File: src/rtl/muldiv_unit.sv
// Iterative MULT/MULTU/DIV/DIVU unit: shift-add multiply, restoring divide, HI/LO held until next op.
// Latency WIDTH+2 edges from accepted start to done; start is ignored while busy (no queueing).
module muldiv_unit #(
  parameter int WIDTH = 32
) (
  input  logic             clk,
  input  logic             rst,
  input  logic             start,
  input  logic [1:0]       func,
  input  logic [WIDTH-1:0] dataa,
  input  logic [WIDTH-1:0] datab,
  output logic             busy,
  output logic             done,
  output logic [WIDTH-1:0] hi,
  output logic [WIDTH-1:0] lo,
  output logic             overflow
);

  localparam int CW = $clog2(WIDTH);

  typedef enum logic [1:0] {IDLE, PREP, ITER, FIX} state_t;

  state_t state, state_nxt;

  logic [CW-1:0]    cnt;
  logic [1:0]       func_q;
  logic [WIDTH-1:0] a_q, b_q;
  logic [WIDTH:0]   acc;
  logic [WIDTH-1:0] qr;
  logic [WIDTH-1:0] mag_b;
  logic             neg_res, neg_rem;

  logic is_div, is_signed;
  assign is_div    = func_q[1];
  assign is_signed = ~func_q[0];

  assign busy = (state != IDLE);

  always_ff @(posedge clk) begin
    if (rst) state <= IDLE;
    else     state <= state_nxt;
  end

  always_comb begin
    state_nxt = state;
    case (state)
      IDLE:    if (start) state_nxt = PREP;
      PREP:    state_nxt = ITER;
      ITER:    if (cnt == '0) state_nxt = FIX;
      FIX:     state_nxt = IDLE;
      default: state_nxt = IDLE;
    endcase
  end

  // One iteration step: acc is the running upper half (multiply) or partial remainder (divide).
  logic [WIDTH:0]   mul_sum;
  logic [WIDTH:0]   div_shift;
  logic [WIDTH+1:0] div_trial;
  logic [WIDTH:0]   acc_nxt;
  logic [WIDTH-1:0] qr_nxt;

  always_comb begin
    mul_sum   = acc + (qr[0] ? {1'b0, mag_b} : '0);
    div_shift = {acc[WIDTH-1:0], qr[WIDTH-1]};
    div_trial = {1'b0, div_shift} - {2'b00, mag_b};
    acc_nxt   = acc;
    qr_nxt    = qr;
    if (is_div) begin
      if (!div_trial[WIDTH+1]) begin
        acc_nxt = div_trial[WIDTH:0];
        qr_nxt  = {qr[WIDTH-2:0], 1'b1};
      end else begin
        acc_nxt = div_shift;
        qr_nxt  = {qr[WIDTH-2:0], 1'b0};
      end
    end else begin
      acc_nxt = {1'b0, mul_sum[WIDTH:1]};
      qr_nxt  = {mul_sum[0], qr[WIDTH-1:1]};
    end
  end

  logic [2*WIDTH-1:0] prod, prod_fix;
  logic [WIDTH-1:0]   q_fix, r_fix;

  always_comb begin
    prod     = {acc[WIDTH-1:0], qr};
    prod_fix = neg_res ? (~prod + 1'b1) : prod;
    q_fix    = neg_res ? (~qr + 1'b1) : qr;
    r_fix    = neg_rem ? (~acc[WIDTH-1:0] + 1'b1) : acc[WIDTH-1:0];
  end

  always_ff @(posedge clk) begin
    if (rst) begin
      cnt      <= '0;
      func_q   <= '0;
      a_q      <= '0;
      b_q      <= '0;
      acc      <= '0;
      qr       <= '0;
      mag_b    <= '0;
      neg_res  <= 1'b0;
      neg_rem  <= 1'b0;
      done     <= 1'b0;
      hi       <= '0;
      lo       <= '0;
      overflow <= 1'b0;
    end else begin
      done <= 1'b0;
      case (state)
        IDLE: begin
          if (start) begin
            func_q <= func;
            a_q    <= dataa;
            b_q    <= datab;
          end
        end
        PREP: begin
          neg_res <= is_signed & (a_q[WIDTH-1] ^ b_q[WIDTH-1]);
          neg_rem <= is_signed & a_q[WIDTH-1];
          qr      <= (is_signed && a_q[WIDTH-1]) ? (~a_q + 1'b1) : a_q;
          mag_b   <= (is_signed && b_q[WIDTH-1]) ? (~b_q + 1'b1) : b_q;
          acc     <= '0;
          cnt     <= CW'(WIDTH - 1);
        end
        ITER: begin
          acc <= acc_nxt;
          qr  <= qr_nxt;
          cnt <= cnt - 1'b1;
        end
        FIX: begin
          done <= 1'b1;
          if (!is_div) begin
            hi       <= prod_fix[2*WIDTH-1:WIDTH];
            lo       <= prod_fix[WIDTH-1:0];
            overflow <= 1'b0;
          end else if (b_q == '0) begin
            // Divide-by-zero reports the raw dividend, not the iteration residue.
            hi       <= a_q;
            lo       <= '1;
            overflow <= 1'b1;
          end else begin
            hi       <= r_fix;
            lo       <= q_fix;
            overflow <= 1'b0;
          end
        end
        default: ;
      endcase
    end
  end

endmodule

File: config.mk
export PLATFORM = sky130hd
export DESIGN_NAME = muldiv_unit
export DESIGN_NICKNAME = d
export VERILOG_FILES = /design/src/rtl/muldiv_unit.sv
export SDC_FILE = /design/constraint.sdc
export NUM_CORES = 1
export LEC_CHECK = 0
export BUFFER_PORTS_ARGS = -buffer_cell sky130_fd_sc_hd__clkbuf_2
export CAP_MARGIN = 25
export CORE_MARGIN = 2
export CORE_UTILIZATION = 35
export CTS_BUF_LIST = sky130_fd_sc_hd__clkbuf_4 sky130_fd_sc_hd__clkbuf_8 sky130_fd_sc_hd__clkbuf_16
export DETAILED_ROUTE_END_ITERATION = 7
export GPL_TIMING_DRIVEN = 1
export PLACE_DENSITY = 0.56
export RECOVER_POWER = 25
export SETUP_SLACK_MARGIN = 0.1
export SLEW_MARGIN = 30
export SYNTH_ARGS = -nofsm -noshare
export SYNTH_HDL_FRONTEND = slang
export SYNTH_SLANG_ARGS = --single-unit
File: constraint.sdc
create_clock -name clk -period 7.7 [get_ports clk]
set_input_delay 0.77 -clock clk [delete_from_list [all_inputs] [get_ports clk]]
set_output_delay 0.77 -clock clk [all_outputs]
set_load 0.005 [all_outputs]
# After elaboration in Yosys (flattened, before gate mapping)
# Cells that the tools add are included.
[totals] reg_bits=238 inputBits=69 output_inout_bits=67 wordCells=68
[op_classes] n_addsub=8 n_eq_ne=5 n_mux=23 n_bitwise=9 n_reduce_logical=9
[op_table] op="two-way mux 32 bit" n=10
[op_table] op="adder 32 x 1 -> 32 bit, second input constant" n=4
[op_table] op="NOT 32 bit" n=4
[op_table] op="two-way mux 33 bit" n=2
[op_table] op="one-hot mux 33 bit (2 select lines)" n=1
[op_table] op="adder 64 x 1 -> 64 bit, second input constant" n=1
[op_table] op="two-way mux 64 bit" n=1
[op_table] op="NOT 64 bit" n=1
[op_table] op="one-hot mux 32 bit (2 select lines)" n=1
[op_table] op="subtractor 33 x 32 -> 34 bit" n=1
[op_table] op="adder 33 x 32 -> 33 bit" n=1
[op_table] op="zero test 32 bit" n=1
[op_table] op="one-hot mux 5 bit (2 select lines)" n=1
[op_table] op="one-hot mux 2 bit (4 select lines)" n=1
[op_table] op="zero test 5 bit" n=1
[op_table] op="subtractor 5 x 1 -> 5 bit, second input constant" n=1
[op_table] op="equality test 2 bit, second input constant" n=2
[op_table] op="two-way mux 1 bit" n=4
[op_table] op="two-way mux 2 bit" n=2
[op_table] op="!= test 2 bit, second input constant" n=2
[op_table] op="AND reduction 2 bit" n=2
[op_table] op="nonzero test 2 bit" n=2
[op_table] op="bitwise AND 1 bit" n=2
[op_table] op="equality test 2 x 1 -> 1 bit, second input constant" n=1
[op_table] op="4 further kinds" n=5

# Logic depth before layout (Yosys ltp)
[logic_depth] word_depth=5 depth_mapped=14

# Worst setup path after synthesis
# OpenSTA, ideal clock, no wires.
[synth_timing] kind="reg2reg" from="register qr[31]" to="register acc[28]" arrival_time_ps=3038 required_ps=7578 path_slack_ps=4540 stages_incl_launch_ff=14 path_cell_list="dfxtp_1 inv_1 ha_1 inv_1 fa_1 a21o_1 a221oi_2 o22ai_1 o2bb2ai_1 o21ai_1 a211oi_1 xnor2_1 mux2_2 a221o_1"
[synth_between] elab_chain_len=4
[synth_lines] item="start: declaration" line="29" text="logic [WIDTH-1:0] qr;"
[synth_lines] item="start signal: assignment" line="120" text="qr <= (is_signed && a_q[WIDTH-1]) ? (~a_q + 1'b1) : a_q;"
[synth_lines] item="start signal: assignment" line="127" text="qr <= qr_nxt;"
[synth_lines] item="subtractor 33 x 32 -> 34 bit" line="65" text="div_trial = {1'b0, div_shift} - {2'b00, mag_b};"
[synth_lines] item="two-way mux 33 bit" line="69" text="if (!div_trial[WIDTH+1]) begin"
[synth_lines] item="two-way mux 33 bit" line="68" text="if (is_div) begin"
[synth_lines] item="one-hot mux 33 bit (2 select lines)" line="109" text="case (state)"
[synth_lines] item="end signal: assignment" line="126" text="acc <= acc_nxt;"
[synth_lines] item="end: declaration" line="28" text="logic [WIDTH:0] acc;"
# Every way passes these cells.
# A chain may end at the register's enable or synchronous reset.

# Worst setup path in the final report
[layout_timing] from="register acc[19]" to="register acc[28]"
[layout_between] elab_chain_len=4
[layout_lines] item="subtractor 33 x 32 -> 34 bit" line="65"
[layout_lines] item="two-way mux 33 bit" line="69"
[layout_lines] item="two-way mux 33 bit (*)" line="68"
[layout_lines] item="one-hot mux 33 bit (2 select lines) (*)" line="109"
# Mark *: on every way between the ends. The rest lies on a longest branch, timed or not.

==> impl_metrics.csv <==
group,metric,value,unit
run_status,outcome,"complete, but fails checks",
run_status,violations,"max-capacitance violations, max-slew violations",
timing,worst_slew_pin_slew,3.14,ns
die,die_h,223,µm
detailed_routing,dr_total_vias,16411,
grt,first_global_vias,15472,
die,core,47600,µm²
timing,rsz0062_at_grt,"no",
synthesis,avgSynthCellArea,7.45,µm²
critical_path,critPathArrivalTime,4.55,ns
pwr,pwr-share-clk,25.5,%
timing,fmax,246,MHz
clock_network,root_buffer,"clkbuf_16",
pwr,seq_power_share,28.7,%
timing,slew_violations,130,
finish,mostFrequentLayoutCell,"nand2_1",
clock_network,cts_resized,0,
pwr,p_switching,0.00280,W
pwr,pwr_density_cell,338,nW/µm²
clock_network,cts_inserted_buffers,30,
pwr,leakage,7.62,nW
detailed_routing,ant_nets,0,
min_path,hp-class,"in -> reg",
timing,finalSetupViolCount,0,
clock_network,cts.clk_slew.worst_paths,0.07,ns
synthesis,netlist_instances,2261,
detailed_routing,drc_errors,0,
critical_path,worst_setup_path_start_kind,"flop",
pwr,p_total,0.00641,W
die,ios,136,
synthesis,yosysUniqueCellTypes,78,
place,dp_hpwl,42200,µm
detailed_routing,drtIter0Drc,1409,
critical_path,crit_family,"compound AO/OA/AOI/OAI gates",
clock_network,cts_hold_buf,0,
grt,antenna_found_initial,0,
place,placed_cells,2864,
detailed_routing,first_pass_iters,5,
synthesis,synth-main-ff-cell,"dfxtp_1",
pwr,p_sw_share,43.7,%
synthesis,yosys_warnings,0,
synthesis,synth_seq_cells,238,
grt,gr-total-overflow,0,
place,place_ws,3.70,ns
timing,finalCritPeriodShare,52.9,%
critical_path,crit_buf_inv,1,
finish,num_antenna_cells,0,
synthesis,synth_edf_count,0,
critical_path,crit_chain,"ha_1 -> a21o_1 -> a21oi_1 -> nor2b_1 -> nor4b_1 -> a211o_1 -> nand2_1 -> buf_4 -> mux2_2 -> a221o_1",
finish,regArea,4770,µm²
finish,multiInputGateArea,11200,µm²
detailed_routing,viasPerCell,5.62,
pwr,comb_power_share,45.8,%
timing,finalClockSkew,0.0144,ns
die,start_util,35.3,%
critical_path,endpoint_kind,"flop",
clock_network,htree_levels,1,
detailed_routing,wl_per_cell,19.5,µm
clock_network,clk_latency,0.58,ns
pwr,max-vdd-ir-drop,0.000192,V
grt,grt_pass1_wl,88800,µm
clock_network,cts_tree,"yes",
grt,grt_use_total,22.3,%
finish,mostFrequentLayoutCells,"nand2_1, nor2_1, dfxtp_1",
place,place_congestion,0.954,
finish,n_fill_cell,5049,
synthesis,synth-async-reset-ratio,0,%
pwr,p_int,0.00361,W
clock_network,cts_sinks,238,
clock_network,cts_max_path_buffers,3,
timing,hold_viol_final,0,
finish,syn_to_final_growth,12.5,%
die,rows,80,
synthesis,syn-cell-area,16800,µm²
critical_path,slowest_delay,0.64,ns
timing,relSlewSlack,-109,%
die,dieWidth,223,µm
critical_path,crit_fanout,13,
synthesis,yosysSeqAreaShare,28.3,%
timing,fin_tns_setup,0,ns
finish,stdcell_count,2921,
critical_path,crit_slowest_cell,"dfxtp_1",
grt,grt_max_degree,86,
clock_network,cts_setup_buffers,0,
detailed_routing,routed_wl,56900,µm
die,fp.dieArea,49900,µm²
job,cap_violations,2,
place,io_buffers,135,
critical_path,path_class,"reg -> reg",
timing,fin_crit,4.07,ns
timing,worst_slack,3.63,ns
synthesis,syn-num-nets,2407,
finish,nets,2428,
finish,drive_gt1_share,9.32,%
critical_path,critPathRequiredTime,8.17,ns
==> tightest hold or removal path, delay by kind of cell <==
kind	cells	cell delay [ns]
buffers and inverters	1	0.08
AND/OR/NAND/NOR	1	0.04
AO/OA/AOI/OAI	1	0.05
==> flip-flops by register name, indices dropped and copies added, names as in the netlist, 5 cells and up <==
name / cells
qr: 32
lo: 32
a_q: 32
acc: 33
cnt: 5
b_q: 32
hi: 32
mag_b: 32
==> power by group through the flow <==
stage,Clock [W],Combinational [W],Sequential (W)
global placement,0,0.00287,0.00185
global route,0.00171,0.00325,0.00188
floorplan,0,0.00222,0.00168
detailed placement,0,0.00289,0.00186
finish,0.00164,0.00294,0.00184
CTS,0.00167,0.00289,0.00183
==> per-layer routing <==
metal | global-route usage, % | vias up | wire, µm
met3 | 4.66 | 93 | 4580
met4 | 7.29 | 0 | 1820
met1 | 31.6 | 7724 | 26800
li1 | - | 8022 | -
met2 | 33.4 | 572 | 23700
met5 | 0 | - | 0
==> synthesized netlist by cell type, types with 7 or more instances <==
master    number  share of area [%]
nand3b_1       8               0.36
a311oi_1      10               0.52
clkbuf_1     136                3.0
o21ai_0      146                4.3
o22ai_1        8               0.30
a31oi_1       18               0.67
nand3_1       24               0.71
nor3_1        32               0.95
o21a_1         9               0.40
or2_2          9               0.33
a22oi_1       18               0.80
nor2b_1       13               0.48
and3_1        15               0.56
xnor2_1       92                4.8
mux2i_1       87                5.2
nor2_1       259                5.8
a21oi_1      222                6.6
ha_1          75                5.6
nor4_1        20               0.74
nand2b_1      31                1.2
a211oi_1      72                3.2
o41ai_1       12               0.62
inv_1         72                1.6
xor2_1       104                5.4
dfxtp_1      238                 28
nand2_1      291                6.5
or3_1         21               0.78
and2_1         7               0.26
o211ai_1      27                1.2
buf_1         15               0.33
o31ai_1       28                1.2
a21o_1        28                1.2
buf_2          9               0.27
nand4_1       11               0.41
==> layout make-up <==
cell class                      instances  share of cell area, %
Inverter                               72                   1.43
Clock buffer                           45                   4.98
Tap cell                              615                   4.06
Sequential cell                       238                   25.2
Multi-Input combinational cell       1786                   59.0
Timing Repair Buffer                  154                   4.23
Clock inverter                         11                   1.14
==> kinds of logic after synthesis <==
kind of cell / after synthesis / share of synthesized area (%)
buf+inv: 237 / 5.51
mux: 89 / 5.31
fa+ha+maj: 77 / 5.81
simple gates: 778 / 21.0
flops: 238 / 28.3
compound gates: 646 / 23.9
xor+xnor: 196 / 10.2
==> through the flow <==
stage | area (µm²) | util [%] | hold slack (ns)
floorplan | 16800 | - | 0.439
global placement | 17800 | 37.4 | 0.460
detailed placement | 17800 | 37.4 | 0.466
CTS | 19000 | 39.8 | 0.381
global route | 18900 | 39.8 | 0.412
finish | 18900 | 39.8 | 0.409
==> worst paths after layout <==
| kind | start | endpoint | slack, ns | depth (start not counted) |
|---|---|---|---|---|
| max | acc[19] | acc[28] | 3.63 | 10 |
| min | datab[26] | b_q[26] | 0.41 | 3 |
| max reg2reg | acc[19] | acc[28] | 3.63 | 10 |
| min reg2reg | mag_b[31] | mag_b[31] | 0.48 | 2 |
Power figures use the tool's default switching activity.
